### src/rtl/bank_read_collector_if.sv
// Request, bank-side and response signals of the bank read collector.
// The slave modport is the collector itself; master is whoever drives it.
interface bank_read_collector_if #(
  parameter int DATA_WIDTH = 8
);
  localparam int PARITY_BITS  = $clog2(DATA_WIDTH) + 1;
  localparam int ENCODED_WORD = DATA_WIDTH + PARITY_BITS;

  logic                    i_rd_req;
  logic [1:0]              i_sel;
  logic                    o_req_ready;
  logic [3:0]              o_bank_rd_en;
  logic [3:0]              i_bank_valid;
  logic [ENCODED_WORD+1:1] i_bank_data0;
  logic [ENCODED_WORD+1:1] i_bank_data1;
  logic [ENCODED_WORD+1:1] i_bank_data2;
  logic [ENCODED_WORD+1:1] i_bank_data3;
  logic [ENCODED_WORD+1:1] o_data;
  logic                    o_valid;
  logic                    o_err;
  logic                    i_ready;
  logic                    o_busy;

  modport master (
    output i_rd_req, i_sel, i_bank_valid, i_ready,
    output i_bank_data0, i_bank_data1, i_bank_data2, i_bank_data3,
    input  o_req_ready, o_bank_rd_en, o_data, o_valid, o_err, o_busy
  );

  modport slave (
    input  i_rd_req, i_sel, i_bank_valid, i_ready,
    input  i_bank_data0, i_bank_data1, i_bank_data2, i_bank_data3,
    output o_req_ready, o_bank_rd_en, o_data, o_valid, o_err, o_busy
  );
endinterface

### src/rtl/bank_read_collector.sv
// Issues a one-cycle read enable to one of four banks, waits for its valid
// (or times out) and holds the captured encoded word under valid/ready.
module bank_read_collector #(
  parameter int DATA_WIDTH     = 8,
  parameter int TIMEOUT_CYCLES = 16
) (
  input  logic                   i_clk,
  input  logic                   i_rst,
  bank_read_collector_if.slave   bus
);
  localparam int PARITY_BITS  = $clog2(DATA_WIDTH) + 1;
  localparam int ENCODED_WORD = DATA_WIDTH + PARITY_BITS;
  localparam logic [7:0] LAST_COUNT = 8'(TIMEOUT_CYCLES - 1);

  typedef enum logic [1:0] {IDLE, ISSUE, WAIT, HOLD} state_t;

  state_t                  state_reg, state_next;
  logic [1:0]              sel_reg, sel_next;
  logic [7:0]              count_reg, count_next;
  logic [3:0]              rd_en_reg, rd_en_next;
  logic [ENCODED_WORD+1:1] data_reg, data_next;
  logic                    valid_reg, valid_next;
  logic                    err_reg, err_next;
  logic [ENCODED_WORD+1:1] bank_word;

  always_comb begin
    bank_word = bus.i_bank_data0;
    case (sel_reg)
      2'd1:    bank_word = bus.i_bank_data1;
      2'd2:    bank_word = bus.i_bank_data2;
      2'd3:    bank_word = bus.i_bank_data3;
      default: bank_word = bus.i_bank_data0;
    endcase
  end

  // The enable is registered at the accept edge so it is visible exactly during ISSUE.
  always_comb begin
    state_next = state_reg;
    sel_next   = sel_reg;
    count_next = count_reg;
    rd_en_next = 4'b0000;
    data_next  = data_reg;
    valid_next = valid_reg;
    err_next   = err_reg;
    case (state_reg)
      IDLE: begin
        if (bus.i_rd_req) begin
          sel_next   = bus.i_sel;
          rd_en_next = 4'b0001 << bus.i_sel;
          state_next = ISSUE;
        end
      end
      ISSUE: begin
        count_next = 8'd0;
        state_next = WAIT;
      end
      WAIT: begin
        if (bus.i_bank_valid[sel_reg]) begin
          data_next  = bank_word;
          valid_next = 1'b1;
          err_next   = 1'b0;
          state_next = HOLD;
        end else if (count_reg == LAST_COUNT) begin
          data_next  = '0;
          valid_next = 1'b1;
          err_next   = 1'b1;
          state_next = HOLD;
        end else begin
          count_next = count_reg + 8'd1;
        end
      end
      HOLD: begin
        if (valid_reg && bus.i_ready) begin
          valid_next = 1'b0;
          err_next   = 1'b0;
          state_next = IDLE;
        end
      end
      default: state_next = IDLE;
    endcase
  end

  always_ff @(posedge i_clk or posedge i_rst) begin
    if (i_rst) begin
      state_reg <= IDLE;
    end else begin
      state_reg <= state_next;
    end
  end

  always_ff @(posedge i_clk or posedge i_rst) begin
    if (i_rst) begin
      sel_reg   <= 2'd0;
      count_reg <= 8'd0;
      rd_en_reg <= 4'b0000;
      data_reg  <= '0;
      valid_reg <= 1'b0;
      err_reg   <= 1'b0;
    end else begin
      sel_reg   <= sel_next;
      count_reg <= count_next;
      rd_en_reg <= rd_en_next;
      data_reg  <= data_next;
      valid_reg <= valid_next;
      err_reg   <= err_next;
    end
  end

  assign bus.o_req_ready  = (state_reg == IDLE);
  assign bus.o_busy       = (state_reg != IDLE);
  assign bus.o_bank_rd_en = rd_en_reg;
  assign bus.o_data       = data_reg;
  assign bus.o_valid      = valid_reg;
  assign bus.o_err        = err_reg;
endmodule

### src/flat_wrapper.sv
// flat-port wrapper written by rule: the top's interface ports become plain ports
module bank_read_collector_flat 
#(
  parameter int DATA_WIDTH     = 8,
  parameter int TIMEOUT_CYCLES = 16
)
  (i_clk, i_rst, bus_i_rd_req, bus_i_sel, bus_i_bank_valid, bus_i_ready, bus_i_bank_data0, bus_i_bank_data1, bus_i_bank_data2, bus_i_bank_data3, bus_o_req_ready, bus_o_bank_rd_en, bus_o_data, bus_o_valid, bus_o_err, bus_o_busy);
  bank_read_collector_if #(.DATA_WIDTH(DATA_WIDTH)) bus_i ();
  input  logic i_clk;
  input  logic i_rst;
  input wire logic [$bits(bus_i.i_rd_req)-1:0] bus_i_rd_req;
  input wire logic [$bits(bus_i.i_sel)-1:0] bus_i_sel;
  input wire logic [$bits(bus_i.i_bank_valid)-1:0] bus_i_bank_valid;
  input wire logic [$bits(bus_i.i_ready)-1:0] bus_i_ready;
  input wire logic [$bits(bus_i.i_bank_data0)-1:0] bus_i_bank_data0;
  input wire logic [$bits(bus_i.i_bank_data1)-1:0] bus_i_bank_data1;
  input wire logic [$bits(bus_i.i_bank_data2)-1:0] bus_i_bank_data2;
  input wire logic [$bits(bus_i.i_bank_data3)-1:0] bus_i_bank_data3;
  output wire logic [$bits(bus_i.o_req_ready)-1:0] bus_o_req_ready;
  output wire logic [$bits(bus_i.o_bank_rd_en)-1:0] bus_o_bank_rd_en;
  output wire logic [$bits(bus_i.o_data)-1:0] bus_o_data;
  output wire logic [$bits(bus_i.o_valid)-1:0] bus_o_valid;
  output wire logic [$bits(bus_i.o_err)-1:0] bus_o_err;
  output wire logic [$bits(bus_i.o_busy)-1:0] bus_o_busy;
  assign bus_i.i_rd_req = bus_i_rd_req;
  assign bus_i.i_sel = bus_i_sel;
  assign bus_i.i_bank_valid = bus_i_bank_valid;
  assign bus_i.i_ready = bus_i_ready;
  assign bus_i.i_bank_data0 = bus_i_bank_data0;
  assign bus_i.i_bank_data1 = bus_i_bank_data1;
  assign bus_i.i_bank_data2 = bus_i_bank_data2;
  assign bus_i.i_bank_data3 = bus_i_bank_data3;
  assign bus_o_req_ready = bus_i.o_req_ready;
  assign bus_o_bank_rd_en = bus_i.o_bank_rd_en;
  assign bus_o_data = bus_i.o_data;
  assign bus_o_valid = bus_i.o_valid;
  assign bus_o_err = bus_i.o_err;
  assign bus_o_busy = bus_i.o_busy;
  bank_read_collector #(.DATA_WIDTH(DATA_WIDTH), .TIMEOUT_CYCLES(TIMEOUT_CYCLES)) u_core (.i_clk(i_clk), .i_rst(i_rst), .bus(bus_i));
endmodule
### config.mk
export PLATFORM = sky130hd
export DESIGN_NAME = bank_read_collector_flat
export DESIGN_NICKNAME = d
export VERILOG_FILES = /design/src/rtl/bank_read_collector_if.sv /design/src/rtl/bank_read_collector.sv /design/src/flat_wrapper.sv
export SDC_FILE = /design/constraint.sdc
export NUM_CORES = 1
export LEC_CHECK = 0
export BUFFER_PORTS_ARGS = -buffer_cell sky130_fd_sc_hd__buf_2
export CAP_MARGIN = 20
export CORE_MARGIN = 8
export CORE_UTILIZATION = 46
export DETAILED_ROUTE_END_ITERATION = 8
export GPL_TIMING_DRIVEN = 0
export PLACE_DENSITY = 0.83
export SETUP_SLACK_MARGIN = 0.3
export SYNTH_ARGS = -nofsm -noshare
export SYNTH_HDL_FRONTEND = slang
export SYNTH_SLANG_ARGS = --single-unit
### constraint.sdc
create_clock -name i_clk -period 2.4 [get_ports i_clk]
set_clock_uncertainty 0.15 [all_clocks]
set_input_delay 0.36 -clock i_clk [delete_from_list [all_inputs] [get_ports i_clk]]
set_output_delay 0.36 -clock i_clk [all_outputs]
set_load 0.01 [all_outputs]
* Word level (Yosys, flattened, before mapping)
Cells that the tools add are included.
W data, S select, Z words.
** Word-level totals
- Word-level logic and storage cells :: 54
- Memory bits (writable) :: 0
- Register bits after elaboration :: 31
- Memories :: 0
- Bits in read-only memories :: 0
- Bits in latches :: 0
** Operators by class
- Bitwise logic cells :: 0
- $mul :: 0
- Add/sub/neg operators :: 1
- Equal/unequal tests :: 12
- Muxes and demuxes :: 21
- Order comparisons :: 1
- Shift-type cells :: 1
- Reductions and logical operators :: 11
- Div/mod/pow operators :: 0
** Operators by type and width (number)
- $pmux W13 S3 :: 1
- $mux W13 :: 2
- $mux W8 :: 2
- $pmux W8 S2 :: 1
- $reduce_and A3 Y1 :: 3
- $add A8 B1 Y8 const B :: 1
- $eq A2 B2 Y1 const B :: 4
- $eq A8 B4 Y1 const B :: 1
- $mux W2 :: 4
- $mux W4 :: 2
- $pmux W2 S4 :: 1
- $reduce_bool A2 Y1 :: 4
- $ne A2 B2 Y1 const B :: 3
- $mux W1 :: 5
- $eq A2 B1 Y1 const B :: 2
- $pmux W1 S2 :: 2
- $reduce_and A2 Y1 :: 2
- $shl A1 B2 Y4 const A :: 1
- $lt A2 B3 Y1 const B :: 1
- $ne A3 B1 Y1 const B :: 1
- $bmux W1 S2 :: 1
- $logic_not A2 Y1 :: 1
- $ne A2 B1 Y1 const B :: 1
- $logic_and A1 B1 Y1 :: 1

* Depth between registers and ports, before layout
Gate-level depths: netlist of run 1.
- Depth after elaboration :: 4
- Depth in mapped cells :: 7
- Gate-level depth less buffers :: 6

* Worst setup path before layout of run 1
OpenSTA, ideal clock, no wires.
- Path kind :: register to register
- Start :: reg u_core.sel_reg[0]
- End :: reg u_core.state_reg[1]
- Clock period less this slack :: 1.939 ns
- Path slack :: 0.461 ns
- Cell stages (with the launch flop) :: 6
- Arrival time :: 1.664 ns
- Library setup time :: 0.125 ns
- Path through :: dfrtp_1 -> buf_6 -> mux4_2 -> a31o_1 -> o21ba_1 -> mux2_4
** Between the ends
- Word-level cells in the longest chain between the ends :: 4
** RTL lines
- from (decl) :: RTL line bank_read_collector.sv:18 : logic [1:0] sel_reg, sel_next;
- from (signal assigned) :: RTL line bank_read_collector.sv:100 : sel_reg <= sel_next;
- $bmux W1 S2 * :: RTL line bank_read_collector.sv:58 : if (bus.i_bank_valid[sel_reg]) begin
- $mux W1 (not written as such) * :: RTL line bank_read_collector.sv:58
- $mux W2 / $ne A3 B1 Y1 (equally long branches)
- $pmux W2 S4 / $reduce_and A3 Y1 (equally long branches)
- to (signal assigned) :: RTL line bank_read_collector.sv:87 : state_reg <= state_next;
- to (decl) :: RTL line bank_read_collector.sv:17 : state_t state_reg, state_next;
Every way passes the cells marked *; elsewhere a longest branch is shown, timed or not. The select of a mux whose other input is x is not followed.
A chain may end at the register's enable or synchronous reset.

* Worst setup path after layout of run 1
Same ends and word-level chain as after synthesis.

==> results of run 1 <==
==> power by group through the flow <==
stage	clock, W	combinational [W]	sequential [W]
finish	0.000395	0.00140	0.000792
global route	0.000424	0.00154	0.000813
CTS	0.000402	0.00139	0.000792
detailed placement	0	0.00139	0.000800
global placement	0	0.00135	0.000790
floorplan	0	0.000916	0.000840
==> through the flow <==
stage / setup slack, ns / utilization (%) / instance area (µm²) / hold slack [ns]
after global routing: 0.2771 / 64.96 / 2396 / 0.04658
after detailed placement: 0.3436 / 61.91 / 2283 / 0.3173
after global placement: 0.3656 / 61.16 / 2256 / 0.3191
after CTS: 0.3389 / 64.11 / 2365 / 0.006055
after floorplan: 0.4606 / - / 1785 / 0.2764
final: 0.3746 / 64.96 / 2396 / -0.002568
==> layout make-up <==
cell class | count | area share (%)
multi-input combinational | 97 | 39.32
sequential | 31 | 32.38
timing repair buffer | 83 | 18.28
clock buffer | 7 | 3.185
buffer | 11 | 2.715
tap | 48 | 2.507
inverter | 9 | 1.410
clock inverter | 1 | 0.2089
==> cell usage in the layout, fill, tap and decap left out, types with 2 or more instances in the layout <==
cell type	n
a21oi_1	3
a32o_1	13
buf_2	84
buf_6	2
clkbuf_1	5
clkbuf_2	2
clkbuf_8	5
dfrtp_1	31
ha_1	5
inv_1	9
mux4_2	14
nand2_1	15
nand2b_1	2
nand3_1	7
nor2_1	4
nor3_1	4
o21ai_0	6
o2bb2ai_1	3
o311ai_0	2
o41ai_2	2
==> worst min path at each step <==
stage | from | to | slack [ns] | cells after the start
global placement | u_core.bus.o_data[1] | u_core.bus.o_data[1] | 0.32 | 1
CTS | i_rst | u_core.state_reg[0] | 0.006 | 2
finish | i_rst | u_core.state_reg[0] | -0.003 | 2
global route | i_rst | u_core.state_reg[0] | 0.05 | 2
floorplan | bus_i_sel[1] | u_core.bus.o_bank_rd_en[1] | 0.28 | 1
detailed placement | i_rst | u_core.bus.o_data[4] | 0.32 | 2
==> layer usage <==
metal / track usage, % / vias to the layer above / wire length [µm]
li1: - / 759 / -
met1: 20.41 / 818 / 2079
met2: 30.24 / 60 / 2704
met3: 7.631 / 7 / 350
met4: 4.815 / 0 / 76
met5: 0 / - / 0
==> cell families after synthesis <==
kind of cell | synth area share (%)
compound gates | 18.01
flops | 43.45
fa+ha+maj | 3.504
mux | 19.06
simple gates | 10.58
buf+inv | 5.396
==> results.toml, run 1 <==
[setup_path]
required_ns = 2.42
crit_cells = 5
crit_arrival_ns = 2.05
slowest_delay_ns = 0.54
path_cells = "buf_6 -> mux4_2 -> a31o_4 -> o21ba_1 -> mux2_4"
startpoint = "u_core.sel_reg[0]"
cp_top_family = "multiplexers"
regToRegSetupSlack_ns = 0.37
critPathKind = "reg2reg"
crit_buf_inv = 1
r2r_start = "u_core.sel_reg[0]"
r2r_cells = 5
startpoint_type = "flip-flop"
crit_slowest_cell = "mux4_2"
r2r_end = "u_core.state_reg[1]"
worst_setup_path_end_kind = "flip-flop"
cp_max_fo = 6
endpoint = "u_core.state_reg[1]"

[yosys]
synth_edf_count = 0
synth_area_um2 = 1785
syn_nets = 215
synth-seq-cells = 31
postSynthAreaPerCell_um2 = 12.06
synthArstFlopShare_pct = 100.0
yosys_warnings = 0
seq_area_frac_synth_pct = 43.45
synthDominantCellAreaShare_pct = 43.45
post-synth-top-area-cell = "dfrtp_1"
synthFlopType = "dfrtp_1"
ys_top_cells_by_count = "dfrtp_1 (31), nand2_1 (15), mux4_2 (14)"
synthMostInstantiatedCell = "dfrtp_1"
syn_inst = 148
yosysUniqueCellTypes = 36
synthTopCellsByArea = "dfrtp_1 (43%), mux4_2 (18%), a32o_1 (7.3%), ha_1 (3.5%), nand2_1 (3.2%)"

[drt]
drt_first_pass_iters = 4
viasPerCell = 5.728
vias = 1644
drc_errors = 0
drt_wl_total_um = 5211
drt_iter0_markers = 119
wl_per_cell_um = 18.16
antenna_left = 0

[power_and_ir_drop]
p_leak_nw = 1.146
pwr-share-comb_pct = 54.2
pwr-share-clk_pct = 15.2
switching_power_w = 0.001039
ir_drop_mv = 0.6039
pwr_density_cell_nw_per_um2 = 1081
intPower_w = 0.001551
swShare_pct = 40.11
total_power_w = 0.002590
power.share.sequential_pct = 30.6

[outcome]
violations = "negative hold slack"
outcome = "complete, but fails checks"

[clock_tree]
clk_latency_ns = 0.29
hold_buffers = 0
cts-root-buf = "clkbuf_8"
tritoncts = "built"
cts_sinks = 31
ctsResizeCount = 0
clkSlewWorstSetupHoldPaths_ns = 0.06
h-tree-depth = 2
cts_buffer_depth = 2
postCtsSetupBuffers = 0
numCtsBuffers = 5

[cells_and_area]
num_antenna_cells = 0
fin_cells = 287
fill_cells = 294
drive_above_1_share_pct = 48.95
ff_latch_area_um2 = 775.7
largest_register_ffs = 13
multi_input_area_um2 = 942.2
final_nets = 305
syn2layout_area_growth_pct = 34.20

[timing]
slew_violations = 0
rsz0062_at_grt = "yes"
setup_viol = 0
fin_tns_setup_ns = 0
hold_viol = 4
finalCriticalPeriod_ns = 2.025
worstMarginPinSlew_ns = 0.6397
relSlewSlack_pct = 57.30
fin_hold_ws_ns = -0.002568
max_freq_ghz = 0.4937
min_period_over_period_pct = 84.39

[global_routing]
grt_first_pass_wirelength_um = 8769
grt_pass1_vias = 1815
track_usage_pct = 17.95
grt_max_degree = 19
grt.overflow.total = 0
antenna_found_initial = 0

[floorplanning]
start_util_pct = 48.41
core-area_um2 = 3689
die_w_um = 78.30
die_h_um = 78.30
rows = 22
dieArea_um2 = 6131
io_pins = 83

[min_path]
min_path_type = "in2async"

[place]
place_congestion = 0.8086
portBuffers = 82
place_inst = 279
dpl.hpwl_um = 4243

[run]
drv_cap = 0
(Power assumes the default switching activity.)
==> run 2: changes to the inputs <==
- ABC_AREA: not set -> 1
- CORE_UTILIZATION: 46 -> 42
- PLACE_DENSITY: 0.83 -> 0.79
- clock period: 2.4 -> 1.8 ns (I/O delays scaled with it)
==> run 2 against run 1 <==
The run now ends clean. Worst setup slack got worse by 0.16 ns. Critical path depth rose by 5. Register-to-register slack got worse by 0.16 ns. Core utilization fell by 0.48 points. Design area rose by 16%. Fmax rose by 28%. Worst hold slack improved by 0.026 ns. First-iteration DRC count rose by 24%. Final cell count rose by 52%. Total power rose by 56%. Via count rose by 32%. Synthesized area rose by 3.4%.
==> results.toml, run 2 <==
[yosys]
syn_inst = 275
synth_compound_area_share_pct = 1.627
synthArstFlopShare_pct = 100.0
seq_area_frac_synth_pct = 42.03
ys_top_cells_by_count = "nand2_1 (144), dfrtp_1 (31), nor2_1 (21)"
synthTopCellsByArea = "dfrtp_1 (42%), nand2_1 (29%), nand4_1 (4.7%), nand3_1 (4.3%), nor2_1 (4.3%)"
synth_xor_area_share_pct = 0.4746
yosysUniqueCellTypes = 19
synth_top_family_by_area = "simple AND/OR/NAND/NOR gates"
synth_edf_count = 0
synth_area_um2 = 1846
muxShareOfSynthArea_pct = 0
synth_fa_ha_area_share_pct = 3.390
synthMostInstantiatedCell = "nand2_1"
synthFlopType = "dfrtp_1"
synthDominantCellAreaShare_pct = 42.03
postSynthAreaPerCell_um2 = 6.711
syn_nets = 342
post-synth-top-area-cell = "dfrtp_1"
yosys.area_share.simple_pct = 45.22
synth-seq-cells = 31
yosys_warnings = 0

[global_routing]
grt_max_degree = 24
track_usage_pct = 17.66
antenna_found_initial = 0
grt_first_pass_wirelength_um = 9501
grt_pass1_vias = 2215
grt.overflow.total = 0

[drt]
drt_iter0_markers = 147
viasPerCell = 4.975
antenna_left = 0
drt_wl_total_um = 6146
vias = 2164
wl_per_cell_um = 14.13
drc_errors = 0
drt_first_pass_iters = 4

[clock_tree]
h-tree-depth = 2
cts-root-buf = "clkbuf_8"
cts_buffer_depth = 2
numCtsBuffers = 5
cts_sinks = 31
tritoncts = "built"
clkSlewWorstSetupHoldPaths_ns = 0.06
clk_latency_ns = 0.28

[timing]
fin_ws_ns = 0.2194
hold_viol = 0
fin_tns_setup_ns = 0
min_period_over_period_pct = 87.81
max_freq_ghz = 0.6327
slew_violations = 0
worstMarginPinSlew_ns = 0.4548
fin_hold_ws_ns = 0.02336
relSlewSlack_pct = 69.64
finalCriticalPeriod_ns = 1.581
setup_viol = 0
rsz0062_at_grt = "yes"

[cells_and_area]
final_util_pct = 64.48
final_nets = 450
final_common_cell = "nand2_1"
syn2layout_area_growth_pct = 50.03
final_area_um2 = 2769
largest_register_ffs = 13
drive_above_1_share_pct = 41.51
layout_common_cells = "nand2_1 (133), buf_2 (82), dfrtp_1 (29)"
num_antenna_cells = 0

[floorplanning]
io_pins = 83
dieArea_um2 = 6771
die_h_um = 82.29
die_w_um = 82.29
core-area_um2 = 4294
rows = 24
start_util_pct = 42.98

[place]
dpl.hpwl_um = 4093
portBuffers = 82
place_congestion = 0.8454
placed_area_um2 = 2354
dp_slack_ns = 0.1474

[power_and_ir_drop]
ir_drop_mv = 0.8020
swShare_pct = 45.59
pwr-share-clk_pct = 13.7
intPower_w = 0.002192
pwr-share-comb_pct = 59.1
switching_power_w = 0.001837
p_leak_nw = 1.555
power.share.sequential_pct = 27.2
pwr_density_cell_nw_per_um2 = 1455

[setup_path]
critPathKind = "reg2reg"
crit_arrival_ns = 1.65
required_ns = 1.87
cp_max_fo = 3
startpoint_type = "flip-flop"
worst_setup_path_end_kind = "flip-flop"

[outcome]
outcome = "completed"

[run]
drv_cap = 0

[min_path]
min_path_type = "in2reg"
==> run 2: changes by cell type after synthesis, moves of 4 or more <==
cell	change
a32o_1	-13
nand4_1	+13
inv_1	+10
nor2_1	+17
nand2_1	+129
nand3_1	+9
clkbuf_1	-4
mux4_2	-14
==> run 2: cell type report <==
type                    instances  area [µm²]
fillers                       359        1525
multi-input cells             214        1086
flip-flops and latches         31       778.2
repair buffers                101       595.6
clock buffers                   6       82.58
inverters                      21       78.83
plain buffers                   9       77.57
well taps                      52       65.06
clock inverters                 1       5.005
==> run 2: kinds of logic (layout without fill, tap and decap cells) <==
kind of cell / Yosys count / count (layout)
AND/OR/NAND/NOR: 202 / 202
flip-flops: 31 / 31
buffers and inverters: 30 / 138
AO/OA/AOI/OAI: 6 / 6
adder cells (fa/ha/maj): 5 / 5
XOR/XNOR: 1 / 1
==> run 2: timing repair <==
action                     4_1_cts  5_1_grt
buffers inserted                10        5
hold buffers                     1        0
setup endpoints to repair       27       27
gates resized for setup         35       22
hold endpoints to repair         8        0
cloned                           2        0
pin swaps                       13       10
==> run 2: layer usage <==
layer,track usage (%),routed length [µm]
met5,0,0
met4,4.912,114
met3,5.195,426
met2,31.32,3196
met1,20.04,2408
==> run 2: per-stage QoR <==
| step | power [W] | instances |
|---|---|---|
| 3_3_place_gp | 0.002825 | 409 |
| 2_1_floorplan | 0.002301 | 275 |
| 5_1_grt | 0.004384 | 435 |
| 3_5_place_dp | 0.002889 | 410 |
| 6_report | 0.004029 | 435 |
| 4_1_cts | 0.003836 | 430 |
==> run 2: critical path, cell delays in order (launching register included) <==
cell and delay [ns]:
dfrtp_1 0.38, buf_4 0.12, buf_4 0.11, nand2_1 0.05, nor2_1 0.19, nand2_1 0.10, nand2_1 0.07, nand2_1 0.07
nor2_1 0.11, nand3_1 0.08, nand2_1 0.08
==> run 2: final timing paths <==
path                                 startpoint                          to  slack (ns)  cells past startpoint
setup / recovery            u_core.count_reg[1]         u_core.count_reg[7]        0.22                     10
setup reg to reg            u_core.count_reg[1]         u_core.count_reg[7]        0.22                     10
hold reg to reg            u_core.bus.o_data[4]        u_core.bus.o_data[4]        0.32                      2
max in group asynchronous                 i_rst           u_core.sel_reg[1]        0.63                      4
min in group asynchronous                 i_rst        u_core.bus.o_data[4]        0.39                      3
hold / removal                     bus_i_sel[0]  u_core.bus.o_bank_rd_en[2]        0.02                      2
==> run 2: power groups by stage <==
stage / sequential [W] / clock (W) / combinational, W
after detailed placement: 0.00108 / 0 / 0.00181
after global routing: 0.00113 / 0.000589 / 0.00267
after floorplan: 0.00113 / 0 / 0.00117
after global placement: 0.00106 / 0 / 0.00176
after CTS: 0.00107 / 0.000559 / 0.00221
final: 0.00110 / 0.000552 / 0.00238
